==> src/rtl/adc_avg_pkg.sv <==
// Shared constants and types for the ADC block averager.
// Widths, block depth, hysteresis thresholds and the averager state encoding.
package adc_avg_pkg;

    localparam int unsigned bits     = 12;
    localparam int unsigned inputs   = 2;
    localparam int unsigned avg_log2 = 4;

    localparam int unsigned hi_set = 'hC00;
    localparam int unsigned hi_clr = 'hA00;
    localparam int unsigned lo_set = 'h400;
    localparam int unsigned lo_clr = 'h600;

    typedef enum logic {
        StIdle,
        StAccum
    } avg_state_e;

endpackage

==> src/rtl/adc_chan_acc.sv <==
// One channel of the block averager: running sum, average register and hi/lo hysteresis flags.
// The flags are computed from the new average so they change together with avg.
module adc_chan_acc
    import adc_avg_pkg::*;
#(
    parameter int unsigned BITS       = bits,
    parameter int unsigned LOG2_DEPTH = avg_log2,
    parameter int unsigned HI_SET     = hi_set,
    parameter int unsigned HI_CLR     = hi_clr,
    parameter int unsigned LO_SET     = lo_set,
    parameter int unsigned LO_CLR     = lo_clr
) (
    input  logic            clk,
    input  logic            rst,
    input  logic            strobe,
    input  logic            last,
    input  logic [BITS-1:0] sample,
    output logic [BITS-1:0] avg,
    output logic            hi,
    output logic            lo
);

    localparam int unsigned AccW = BITS + LOG2_DEPTH;

    localparam logic [BITS-1:0] HiSetV = BITS'(HI_SET);
    localparam logic [BITS-1:0] HiClrV = BITS'(HI_CLR);
    localparam logic [BITS-1:0] LoSetV = BITS'(LO_SET);
    localparam logic [BITS-1:0] LoClrV = BITS'(LO_CLR);

    logic [AccW-1:0] acc;
    logic [AccW-1:0] sum;
    logic [BITS-1:0] avg_new;
    logic            hi_new;
    logic            lo_new;

    assign sum     = acc + AccW'(sample);
    assign avg_new = sum[AccW-1:LOG2_DEPTH];

    always_comb begin
        hi_new = hi;
        if (avg_new >= HiSetV) begin
            hi_new = 1'b1;
        end else if (avg_new < HiClrV) begin
            hi_new = 1'b0;
        end
        lo_new = lo;
        if (avg_new <= LoSetV) begin
            lo_new = 1'b1;
        end else if (avg_new > LoClrV) begin
            lo_new = 1'b0;
        end
    end

    always_ff @(posedge clk or posedge rst) begin
        if (rst) begin
            acc <= '0;
            avg <= '0;
            hi  <= 1'b0;
            lo  <= 1'b0;
        end else if (strobe) begin
            if (last) begin
                acc <= '0;
                avg <= avg_new;
                hi  <= hi_new;
                lo  <= lo_new;
            end else begin
                acc <= sum;
            end
        end
    end

endmodule

==> src/rtl/adc_avg.sv <==
// Multi-channel block averager: counts done rising edges and emits one average per DEPTH samples.
// Shared strobe/last control drives one adc_chan_acc per channel.
module adc_avg
    import adc_avg_pkg::*;
#(
    parameter int unsigned BITS       = bits,
    parameter int unsigned INPUTS     = inputs,
    parameter int unsigned LOG2_DEPTH = avg_log2,
    parameter int unsigned HI_SET     = hi_set,
    parameter int unsigned HI_CLR     = hi_clr,
    parameter int unsigned LO_SET     = lo_set,
    parameter int unsigned LO_CLR     = lo_clr
) (
    input  logic                        clk,
    input  logic                        rst,
    input  logic [INPUTS-1:0][BITS-1:0] in,
    input  logic                        done,
    output logic [INPUTS-1:0][BITS-1:0] avg,
    output logic                        valid,
    output logic [INPUTS-1:0]           hi,
    output logic [INPUTS-1:0]           lo
);

    avg_state_e            state;
    logic                  done_q;
    logic                  armed;
    logic [LOG2_DEPTH-1:0] count;
    logic                  strobe;
    logic                  last;

    // armed stays low for the first clock after reset so a done already high is not counted
    assign strobe = done && !done_q && (armed || state == StAccum);
    assign last   = (count == {LOG2_DEPTH{1'b1}});

    always_ff @(posedge clk or posedge rst) begin
        if (rst) begin
            state  <= StIdle;
            done_q <= 1'b0;
            armed  <= 1'b0;
            count  <= '0;
            valid  <= 1'b0;
        end else begin
            done_q <= done;
            armed  <= 1'b1;
            valid  <= strobe && last;
            if (strobe) begin
                count <= count + 1'b1;
            end
            case (state)
                StIdle:  if (strobe) state <= StAccum;
                StAccum: state <= StAccum;
                default: state <= StIdle;
            endcase
        end
    end

    for (genvar i = 0; i < INPUTS; i++) begin : g_chan
        adc_chan_acc #(
            .BITS      (BITS),
            .LOG2_DEPTH(LOG2_DEPTH),
            .HI_SET    (HI_SET),
            .HI_CLR    (HI_CLR),
            .LO_SET    (LO_SET),
            .LO_CLR    (LO_CLR)
        ) u_chan (
            .clk   (clk),
            .rst   (rst),
            .strobe(strobe),
            .last  (last),
            .sample(in[i]),
            .avg   (avg[i]),
            .hi    (hi[i]),
            .lo    (lo[i])
        );
    end

endmodule

==> config.mk <==
export PLATFORM = sky130hd
export DESIGN_NAME = adc_avg
export DESIGN_NICKNAME = d
export VERILOG_FILES = /design/src/rtl/adc_avg_pkg.sv /design/src/rtl/adc_chan_acc.sv /design/src/rtl/adc_avg.sv
export SDC_FILE = /design/constraint.sdc
export NUM_CORES = 1
export LEC_CHECK = 0
export ABC_AREA = 0
export CAP_MARGIN = 40
export CORE_MARGIN = 1.5
export CORE_UTILIZATION = 55
export CTS_CLUSTER_DIAMETER = 200
export CTS_CLUSTER_SIZE = 14
export DETAILED_ROUTE_END_ITERATION = 7
export PLACE_DENSITY = 0.92
export SYNTH_ARGS = -nofsm -noshare
export SYNTH_HDL_FRONTEND = slang
export SYNTH_SLANG_ARGS = --single-unit
==> constraint.sdc <==
create_clock -name clk -period 3 [get_ports clk]
set_input_delay 0.9 -clock clk [delete_from_list [all_inputs] [get_ports clk]]
set_output_delay 0.9 -clock clk [all_outputs]
set_load 0.05 [all_outputs]
Word-level counts from Yosys, hierarchy flattened

Cells that the tools add are included.
Widths: inputs -> output; s select.

Register bits: 68
Logic and storage cells: 52

Add/sub/neg operators: 3
Order comparisons: 8
Equal/unequal tests: 1
Muxes and demuxes: 12
Bitwise operators: 1
Reduce and logical (&&, ||, !) cells: 14

Operators with widths:

| kind                 | number |
|---|---|
| $add 16x12->16       | 2 |
| $mux 16              | 2 |
| $ge 12x12->1 const B | 2 |
| $gt 12x11->1 const B | 2 |
| $le 12x11->1 const B | 2 |
| $lt 12x12->1 const B | 2 |
| $reduce_and 3->1     | 4 |
| $mux 1               | 9 |
| $reduce_bool 2->1    | 4 |
| $add 4x1->4 const B  | 1 |
| $eq 4x4->1 const B   | 1 |
| $logic_and 1x1->1    | 3 |
| $pmux 1 s2           | 1 |
| $reduce_and 2->1     | 1 |
| $logic_not 1->1      | 1 |
| $logic_or 1x1->1     | 1 |
| $not 1->1            | 1 |

Longest topological paths before layout

Word-level depth: 5
Depth in mapped cells: 10

Modules after synthesis

A second synthesis with hierarchy kept.

Cells, all modules: 435
Area, all modules: 4,326.6 um2

Modules (own cells, without submodules):

| module       | instances | cells each | area an instance (um2) | seq. area each (um2) |
|---|---|---|---|---|
| adc_chan_acc | 2         | 205        | 1,996.9                | 750.7 |
| adc_avg      | 1         | 25         | 332.8                  | 200.2 |

Worst setup path before layout

Ideal clock, no wire load.

Path kind: input to register
Start point: input in[12] (netlist name)
End point: register g_chan[1].u_chan.lo
Setup time: 94 ps
Data arrival time: 3,142 ps
Data required time: 2,906 ps
Setup slack: -236 ps
Cell stages on the path: 10
Buffers on the path: 0
Path through: ha_1 fa_1 a21o_1 a221oi_2 a21oi_2 a221oi_4 xor2_1 and4b_1 a311oi_1 a211oi_1

Longest elaborated chain between the ends: 4
Elaborated cells on any way between the ends: 6
Classes of those cells: add/sub (1); order compare (2); mux (1); reduce/logical (2)

Ends and longest elaborated chain:

| element                                             | line                                   | text |
|---|---|---|
| from (decl)                                         | adc_avg.sv:16                          | `input logic [INPUTS-1:0][BITS-1:0] in,` |
| $add 16x12->16 (*)                                  | adc_chan_acc.sv:36                     | `assign sum = acc + AccW'(sample);` |
| $gt 12x11->1 / $le 12x11->1 (equally long branches) | adc_chan_acc.sv:49, adc_chan_acc.sv:47 |  |
| $reduce_bool 2->1 (no source line)                  | n/a                                    |  |
| $reduce_and 3->1 (no source line)                   | n/a                                    |  |
| to (signal assigned)                                | adc_chan_acc.sv:65                     | `lo <= lo_new;` |
| to (decl)                                           | adc_chan_acc.sv:20                     | `output logic lo` |

Every way passes the cells marked *; elsewhere a longest branch is shown, timed or not.
A chain may end at the register's enable or synchronous reset.

Final worst setup path

Start point: input in[1] (netlist name)
End point: register g_chan[0].u_chan.lo

Longest elaborated chain between the ends: 4
Elaborated cells on any way between the ends: 6
Classes of those cells: add/sub (1); order compare (2); mux (1); reduce/logical (2)

Ends and longest elaborated chain:

| element                                             | line |
|---|---|
| $add 16x12->16 (*)                                  | adc_chan_acc.sv:36 |
| $gt 12x11->1 / $le 12x11->1 (equally long branches) | adc_chan_acc.sv:49, adc_chan_acc.sv:47 |
| $reduce_bool 2->1 (no source line)                  | n/a |
| $reduce_and 3->1 (no source line)                   | n/a |
| to (signal assigned)                                | adc_chan_acc.sv:65 |
| to (decl)                                           | adc_chan_acc.sv:20 |

Marked as above.

==> flow_metrics.env <==
export IMPL_outcome="finished, violations left"
export IMPL_violations="setup timing"
export IMPL_die_y_um=87.4
export IMPL_cts_tree="built"
export IMPL_fin_worst_skew_ns=0.0107
export IMPL_antenna_found_initial=0
export IMPL_grt_total_usage=0.367
export IMPL_total_power_mw=7.02
export IMPL_fin_ws_ns=-0.0931
export IMPL_period_needed_ns=3.09
export IMPL_diodes=0
export IMPL_dp_slack_ns=-0.743
export IMPL_peakVddDrop_mv=0.648
export IMPL_final_nets=601
export IMPL_gr_total_overflow=0
export IMPL_core_um2=6830
export IMPL_num_rows=30
export IMPL_fmax_mhz=323
export IMPL_dieArea_um2=7640
export IMPL_place_area_um2=5050
export IMPL_ctsHoldBuffers=0
export IMPL_power_density_nw_per_um2=1220
export IMPL_yosysSeqAreaShare=0.434
export IMPL_worstPathMaxFanout=3
export IMPL_worst_path_buf_inv=2
export IMPL_maxSlewHeadroom=0.473
export IMPL_grt_start_max_net_pins=69
export IMPL_max_stage_delay_ns=0.44
export IMPL_drc=0
export IMPL_clk_latency_ns=0.35
export IMPL_drt_wl_total_um=14800
export IMPL_drt_iter0_markers=582
export IMPL_tightest_slew_ns=0.791
export IMPL_gp_congestion=0.936
export IMPL_floorplan_initialDensity=0.573
export IMPL_r2r_start="g_chan[1].u_chan.acc[0]"
export IMPL_synth_most_common_cell="nand2_1"
export IMPL_synth_area_leaders="dfrtp_1 (43%), ha_1 (8.0%), nand2_1 (6.8%)"
export IMPL_synth_top_cell_by_area="dfrtp_1"
export IMPL_reg2reg_slack_ns=0.12
export IMPL_endpoint_kind="register"
export IMPL_fin_area_um2=5740
export IMPL_finalSetupViolCount=2
export IMPL_endpoint="g_chan[0].u_chan.lo"
export IMPL_worstSetupPathType="input port to register"
export IMPL_nFillCells=334
export IMPL_worstRegToRegCells=11
export IMPL_worstPathRequired_ns=3.25
export IMPL_h_tree_depth=3
export IMPL_synth_cell_area_um2=3920
export IMPL_first_pass_iters=5
export IMPL_rsz0062_at_grt="true"
export IMPL_ant_nets=0
export IMPL_avgSynthCellArea_um2=9.51
export IMPL_cts_buffers=9
export IMPL_hold_path_class="register to register"
export IMPL_first_global_vias=4278
export IMPL_period_share=1.03
export IMPL_dieWidth_um=87.4
export IMPL_path_delay_family="compound AO/OA/AOI/OAI gates"
export IMPL_synthFlopType="dfrtp_1"
export IMPL_hold_slack_ns=0.481
export IMPL_dp_hpwl_um=7690
export IMPL_avgRoutedWirePerCell_um=22.8
export IMPL_grt_first_pass_wirelength_um=21100
export IMPL_cp_start_kind="input port"
export IMPL_multi_input_area_um2=2520
export IMPL_maxCapViolations=0
export IMPL_io_pins=56
export IMPL_synth_warnings=0
export IMPL_r2r_end="g_chan[1].u_chan.lo"
export IMPL_io_buffers=55
export IMPL_drive_above_1_share=0.293
export IMPL_clk_pin_slew_ns=0.08
export IMPL_path_cells="dlygate4sd2_1 > fa_2 > a21oi_4 > o211ai_1 > o41ai_2 > buf_4 > xnor2_2 > nand4_1 > o32ai_2 > nor4b_4"
export IMPL_syn_inst=412
export IMPL_root_buffer="clkbuf_8"
export IMPL_yosysTopAreaCellShare=0.434
export IMPL_postSynthNetCount=466
export IMPL_ys_async_sr_fraction=1.00
export IMPL_clk_path_buf_depth=2
export IMPL_slowest_stage="fa_2"
export IMPL_vias_per_cell=6.60
export IMPL_drv_slew=0
export IMPL_dr_total_vias=4262
export IMPL_ff_latch_area_um2=1700
export IMPL_synth_commonest_cells="nand2_1 (71), dfrtp_1 (68), o21ai_0 (42), ha_1 (25), xnor2_1 (20)"
export IMPL_hold_viol=0
export IMPL_area_growth_syn_to_layout_pct=46.6
export IMPL_p_leak_nw=2.60
export IMPL_synth_distinct_cells=52
export IMPL_clock_sinks=68
export IMPL_cp_num_cells=10
export IMPL_crit_path_start="in[1]"
export IMPL_crit_arrival_ns=3.35
export IMPL_ys_ff_latch=68
export IMPL_synth_edff_count=0
-- routing by layer --
layer,vias up,GRT usage,share of wire
met5,-,0,0
met4,0,0.221,0.066
met3,110,0.0910,0.10
met2,381,0.608,0.48
met1,2026,0.430,0.35
li1,1745,-,-
-- state kept, by name, summed over array words and instances, names as in the netlist --
name / flops
g_chan.u_chan.acc: 32
g_chan.u_chan.avg: 24
count: 4
g_chan.u_chan.hi: 2
g_chan.u_chan.lo: 2
armed: 1
done_q: 1
state: 1
valid: 1
-- placed cells by master, fill, tap and decap left out, types with 11 or more instances in the layout --
cell type / netlist / routed
clkdlybuf4s50_1: 0 / 41
o21ai_0: 42 / 41
ha_1: 25 / 12
a22o_1: 14 / 14
clkbuf_8: 0 / 12
xnor2_1: 20 / 17
a21oi_1: 13 / 11
ha_4: 0 / 12
nor2_1: 19 / 16
dfrtp_1: 68 / 68
buf_4: 4 / 85
nand2_1: 71 / 71
a21o_1: 11 / 11
-- worst min path at each step --
stage                             start                  endpoint  slack (ns)  cells past startpoint
2_1_floorplan                  count[3]                  count[3]        0.44                      1
3_3_place_gp                   count[3]                  count[3]        0.45                      1
3_5_place_dp   g_chan[0].u_chan.avg[11]  g_chan[0].u_chan.avg[11]        0.47                      1
4_1_cts                        count[3]                  count[3]        0.48                      1
5_1_grt                        count[3]                  count[3]        0.50                      1
6_report        g_chan[1].u_chan.avg[6]   g_chan[1].u_chan.avg[6]        0.48                      2
-- stage by stage --
step | setup TNS [ns] | util | std cells
2_1_floorplan | -0.211 | - | 412
3_3_place_gp | -11.43 | 0.740 | 612
3_5_place_dp | -14.05 | 0.740 | 612
4_1_cts | 0 | 0.810 | 639
5_1_grt | -0.394 | 0.841 | 646
6_report | -0.152 | 0.841 | 646
-- kinds of logic (layout without fill, tap and decap cells) --
group | count (synthesis) | after routing | share of synthesized area
AO/OA/AOI/OAI | 128 | 128 | 0.224
XOR/XNOR | 28 | 28 | 0.0645
adder cells (fa/ha/maj) | 27 | 27 | 0.0901
buffers and inverters | 26 | 164 | 0.0291
flip-flops | 68 | 68 | 0.434
multiplexers | 2 | 2 | 0.00511
other | 1 | 1 | 0.000957
AND/OR/NAND/NOR | 132 | 132 | 0.152
-- repair_timing --
action	in CTS	in global routing
pin swaps	32	19
endpoints found under the setup margin	21	14
buffers inserted	13	8
gates resized for setup	57	31
-- where the power goes --
part	switching, mW	internal [mW]
clock network	0.373	0.360
logic	2.51	2.14
registers	0.368	1.27
total	3.25	3.77
-- cell type report --
class                           count  area share
Clock buffer                       13      0.0294
Clock inverter                      1     0.00131
Inverter                            8     0.00523
Multi-Input combinational cell    318       0.438
Sequential cell                    68       0.296
Tap cell                           96      0.0209
Timing Repair Buffer              142       0.209
-- worst reg2reg max path: stages, from the launching register on --
cell      delay [ns]
dfrtp_1         0.43
ha_4            0.19
fa_2            0.34
a21o_1          0.19
a221oi_2        0.23
buf_4           0.18
a21oi_4         0.07
a221oi_4        0.30
xor2_1          0.22
and4b_2         0.30
nand4_1         0.15
a211oi_2        0.21
Note: power is estimated with default switching activity, not from simulation.
